File: src/rtl/priority_encoder_8x3_if.sv
// Request/issue bus of the 8x3 priority encoder: capture side (E, D),
// consumer ready (R) and the registered index/valid/busy outputs.
interface priority_encoder_8x3_if;
  logic       E;
  logic [7:0] D;
  logic       R;
  logic [2:0] A;
  logic       V;
  logic       B;

  modport master (output E, output D, output R, input A, input V, input B);
  modport slave  (input E, input D, input R, output A, output V, output B);
endinterface

File: src/rtl/priority_encoder_8x3.sv
// Sequential 8-to-3 priority encoder: sticky pending register drained one
// index per valid/ready handshake, highest index first.
module priority_encoder_8x3 (
  input  logic                  clk,
  input  logic                  rst,
  priority_encoder_8x3_if.slave bus
);

  typedef enum logic [0:0] {
    IDLE = 1'b0,
    HOLD = 1'b1
  } state_e;

  state_e     state_q, state_d;
  logic [7:0] p_q, p_d;
  logic [2:0] a_q, a_d;
  logic       v_q, v_d;
  logic       b_q, b_d;
  logic       issue_s;
  logic [7:0] clr_s;

  function automatic logic [2:0] sel_idx(input logic [7:0] p);
    logic [2:0] idx;
    idx = 3'd0;
    for (int i = 0; i < 8; i++) begin
      if (p[i]) begin
        idx = 3'(i);
      end else begin
        idx = idx;
      end
    end
    return idx;
  endfunction

  function automatic logic [7:0] onehot(input logic [2:0] idx);
    return 8'd1 << idx;
  endfunction

  // Next-state, issue decision and pending-register update.
  always_comb begin
    state_d = state_q;
    a_d     = a_q;
    v_d     = v_q;
    issue_s = 1'b0;
    case (state_q)
      IDLE: begin
        if (p_q != 8'h00) begin
          issue_s = 1'b1;
          state_d = HOLD;
          v_d     = 1'b1;
        end else begin
          state_d = IDLE;
        end
      end
      HOLD: begin
        if (!bus.R) begin
          state_d = HOLD;
        end else if (p_q != 8'h00) begin
          // p_q already excludes the index sitting in A unless it was re-armed.
          issue_s = 1'b1;
        end else begin
          v_d     = 1'b0;
          state_d = IDLE;
        end
      end
      default: begin
        state_d = IDLE;
        v_d     = 1'b0;
      end
    endcase
    if (issue_s) begin
      a_d   = sel_idx(p_q);
      clr_s = onehot(sel_idx(p_q));
    end else begin
      clr_s = 8'h00;
    end
    p_d = (p_q & ~clr_s) | (bus.E ? bus.D : 8'h00);
    b_d = |p_d;
  end

  // State and output registers.
  always_ff @(posedge clk) begin
    if (rst) begin
      state_q <= IDLE;
      p_q     <= 8'h00;
      a_q     <= 3'd0;
      v_q     <= 1'b0;
      b_q     <= 1'b0;
    end else begin
      state_q <= state_d;
      p_q     <= p_d;
      a_q     <= a_d;
      v_q     <= v_d;
      b_q     <= b_d;
    end
  end

  assign bus.A = a_q;
  assign bus.V = v_q;
  assign bus.B = b_q;

endmodule

File: src/flat_wrapper.sv
// flat-port wrapper written by rule: the top's interface ports become plain ports
module priority_encoder_8x3_flat 
  (clk, rst, bus_E, bus_D, bus_R, bus_A, bus_V, bus_B);
  priority_encoder_8x3_if bus_i ();
  input  logic clk;
  input  logic rst;
  input wire logic [$bits(bus_i.E)-1:0] bus_E;
  input wire logic [$bits(bus_i.D)-1:0] bus_D;
  input wire logic [$bits(bus_i.R)-1:0] bus_R;
  output wire logic [$bits(bus_i.A)-1:0] bus_A;
  output wire logic [$bits(bus_i.V)-1:0] bus_V;
  output wire logic [$bits(bus_i.B)-1:0] bus_B;
  assign bus_i.E = bus_E;
  assign bus_i.D = bus_D;
  assign bus_i.R = bus_R;
  assign bus_A = bus_i.A;
  assign bus_V = bus_i.V;
  assign bus_B = bus_i.B;
  priority_encoder_8x3 u_core (.clk(clk), .rst(rst), .bus(bus_i));
endmodule
File: config.mk
export PLATFORM = sky130hd
export DESIGN_NAME = priority_encoder_8x3_flat
export DESIGN_NICKNAME = d
export VERILOG_FILES = /design/src/rtl/priority_encoder_8x3_if.sv /design/src/rtl/priority_encoder_8x3.sv /design/src/flat_wrapper.sv
export SDC_FILE = /design/constraint.sdc
export NUM_CORES = 1
export LEC_CHECK = 0
export ABC_AREA = 1
export CORE_UTILIZATION = 43
export DETAILED_ROUTE_END_ITERATION = 8
export GPL_TIMING_DRIVEN = 0
export PLACE_DENSITY = 0.81
export SLEW_MARGIN = 10
export SYNTH_ARGS = -nofsm -noshare
export SYNTH_HDL_FRONTEND = slang
export SYNTH_SLANG_ARGS = --single-unit
File: constraint.sdc
create_clock -name clk -period 2 [get_ports clk]
set_input_delay 0.3 -clock clk [delete_from_list [all_inputs] [get_ports clk]]
set_output_delay 0.3 -clock clk [all_outputs]
set_load 0.01 [all_outputs]
==> metrics.md <==
| Metric | Value |
|---|---|
| Avg Cell Area, Syn | `6.548 um^2` |
| Clk_skew | `6.728 ps` |
| CP endpoint kind | `primary output` |
| Sequential-to-total area share from yosys stat | `41.56%` |
| Ys flop type | `dfxtp_1` |
| Crit Path Category | `register to primary output` |
| H-tree Lvls | `1` |
| Total global-route track usage | `17.50%` |
| Share of layout cells above drive strength 1 | `7.377%` |
| Worst hold path depth | `3` |
| Reg2Reg Depth | `9` |
| Post-DR vias/cell | `4.978` |
| HP Start | `bus_E` |
| DIE HEIGHT | `41.60 um` |
| Post-CTS Setup Bufs | `0` |
| Final setup margin | `543.9 ps` |
| Layout area overhead | `30.43%` |
| Detailed Place HPWL | `1.032 mm` |
| WHS | `422.7 ps` |
| 1st-iter DRT viols | `17` |
| Post-synthesis register bit count | `14` |
| Starting density of the core | `48.78%` |
| Yosys top cell by area | `dfxtp_1` |
| Worst Path Buf+Inv | `1` |
| Worst hold path type | `input pin to register` |
| Post-cts hold buffer count | `0` |
| Total CTS buffers | `3` |
| Global route total overflow | `0` |
| Worst setup SP type | `register` |
| Critical Path RT | `1700 ps` |
| Area of the core | `0.001383 mm^2` |
| Fin area | `879.6 um^2` |
| Final hold violation count | `0` |
| Synth cell count leaders | `28 x nand2_1, 18 x nor2_1, 14 x dfxtp_1, 14 x inv_1, 9 x a21oi_1` |
| Max cap viols | `0` |
| Vias in the first global route | `594` |
| CTS tree | `done` |
| Fin crit share | `72.81%` |
| Min-Delay Endpoint | `u_core.p_q[6]$_SDFF_PP0_` |
| Post-synth top area share | `41.56%` |
| Power, Total | `693.8 uW` |
| Clock sink count | `14` |
| Synth unique cells | `18` |
| Die X | `41.60 um` |
| Top area cells in the synthesized netlist | `dfxtp_1 42%, nand2_1 16%, nor2_1 10%` |
| P_leak | `0.4213 nW` |
| IO buf count | `15` |
| Max-slew headroom | `70.10%` |
| Setup TNS | `0 ps` |
| Max frequency | `686.8 MHz` |
| Final number of setup-violating endpoints | `0` |
| Tmin final | `1456 ps` |
| GPL Wtd Cong | `0.7591` |
| Rows | `13` |
| Unrepaired setup endpoints after global routing | `false` |
| Largest net degree at the start of global routing | `11` |
| Place WS | `251.5 ps` |
| Tightest Pin Transition | `448.5 ps` |
| Most numerous cell in the Yosys netlist | `nand2_1` |
| Root Driver | `clkbuf_4` |
| Die area | `0.001731 mm^2` |
| Slowest CP cell | `clkdlybuf4s50_1` |
| Status | `complete, no violations` |
| Post-synth EDFFs | `0` |
| Mapped cell area | `674.4 um^2` |
| Area after DPL | `843.3 um^2` |
| Diode count | `0` |
| Cell Chain, Critical Path | `clkdlybuf4s50_1` |
| Nets | `135` |
| Via count | `682` |
| Final slew viol count | `0` |
| Flop2flop setup slack | `570 ps` |
| Antenna violations before repair | `0` |
| Routed Wire Length | `1.310 mm` |
| Ys Warns | `0` |
| Power density over cell area | `788.8 mW/mm^2` |
| Mapped Nets | `115` |
| CTS Buffer Depth | `2` |
| CTS clk-pin slew, worst paths | `90 ps` |
| Peak VDD IR | `0.0004362 V` |
| First-pass detailed-route iteration total | `4` |
| IO Count | `17` |
| Clk_lat worst skew | `280 ps` |
| Kind of cell adding the most delay to the critical path | `buffers and inverters` |
| First-pass GRT wire length | `2.332 mm` |
| Critical path peak fanout | `2` |
| RR Endpoint | `u_core.bus.B$_SDFF_PP0_` |
| Reg2reg start | `u_core.p_q[5]$_SDFF_PP0_` |
| DRT antenna net count | `0` |
| Worst Path Arrival | `1160 ps` |
| PostCTS Resize Cnt | `0` |
| Routed WL per cell | `9.562 um` |
| Critical Path Max Stage Delay | `530 ps` |
| DRC violations left | `0` |
| FFs w/ async S/R, synth | `0%` |
| Post-Synthesis Cells | `103` |
==> placed cells by master, fill, tap and decap left out, drive strengths merged <==
cell type | netlist | routed
nand2 | 28 | 28
nor2 | 20 | 20
clkdlybuf4s50 | 0 | 15
inv | 15 | 15
dfxtp | 14 | 14
a21oi | 9 | 9
clkbuf | 2 | 6
o21ai | 5 | 5
nand3 | 5 | 5
o211ai | 1 | 1
o21bai | 1 | 1
a21boi | 1 | 1
a31oi | 1 | 1
a211oi | 1 | 1
==> cells by family (layout without fill, tap and decap cells) <==
logic type | count (synthesis) | in the layout | synth area share [%]
and+or+nand+nor | 53 | 53 | 32.65
AOI/OAI and AO/OA | 19 | 19 | 16.33
buffers and inverters | 17 | 36 | 9.462
DFF | 14 | 14 | 41.56
==> cell type report <==
class | instances | area, um^2
fillers | 124 | 503.0
clock buffers | 4 | 36.28
well taps | 15 | 18.77
inverters | 15 | 56.30
multi-input cells | 72 | 330.3
plain buffers | 2 | 7.507
flip-flops and latches | 14 | 280.3
repair buffers | 15 | 150.1
==> registers in the layout, summed over array words and instances, names as in the netlist <==
register        cells
u_core.p_q          8
u_core.bus.A        3
u_core.bus.B        1
u_core.bus.V        1
u_core.state_q      1
==> layer usage <==
layer	routed length, um	global-route usage (%)
met1	579	20.38
met2	627	29.38
met3	65	3.913
met4	37	9.677
met5	0	0
==> stage by stage <==
step,std cells,utilization [%]
global route,137,63.62
detailed placement,133,61.00
finish,137,63.62
floorplan,103,-
global placement,133,61.00
CTS,137,63.62
==> tightest hold or removal path, stage by stage <==
cell and delay (ps):
clkbuf_1 180, nand2_1 120, a21oi_1 60
==> worst max-delay path by stage <==
stage / start / slack, ps / depth (start not counted) / to
after global routing: u_core.p_q[2]$_SDFF_PP0_ / 370 / 11 / u_core.bus.B$_SDFF_PP0_
final: u_core.bus.V$_SDFFE_PP0P_ / 540 / 1 / bus_V
after floorplan: u_core.p_q[6]$_SDFF_PP0_ / 760 / 10 / u_core.bus.B$_SDFF_PP0_
after CTS: u_core.bus.V$_SDFFE_PP0P_ / 540 / 1 / bus_V
after global placement: bus_R / 260 / 12 / u_core.bus.B$_SDFF_PP0_
after detailed placement: bus_R / 250 / 12 / u_core.bus.B$_SDFF_PP0_
==> power by group <==
group          internal, mW  total (mW)  switching, mW  leakage (nW)
Clock                 0.111       0.205         0.0940        0.0210
Combinational        0.0793       0.165         0.0860         0.284
Sequential            0.306       0.324         0.0180         0.116
Total                 0.496       0.694          0.198         0.421
(Power assumes the default switching activity.)
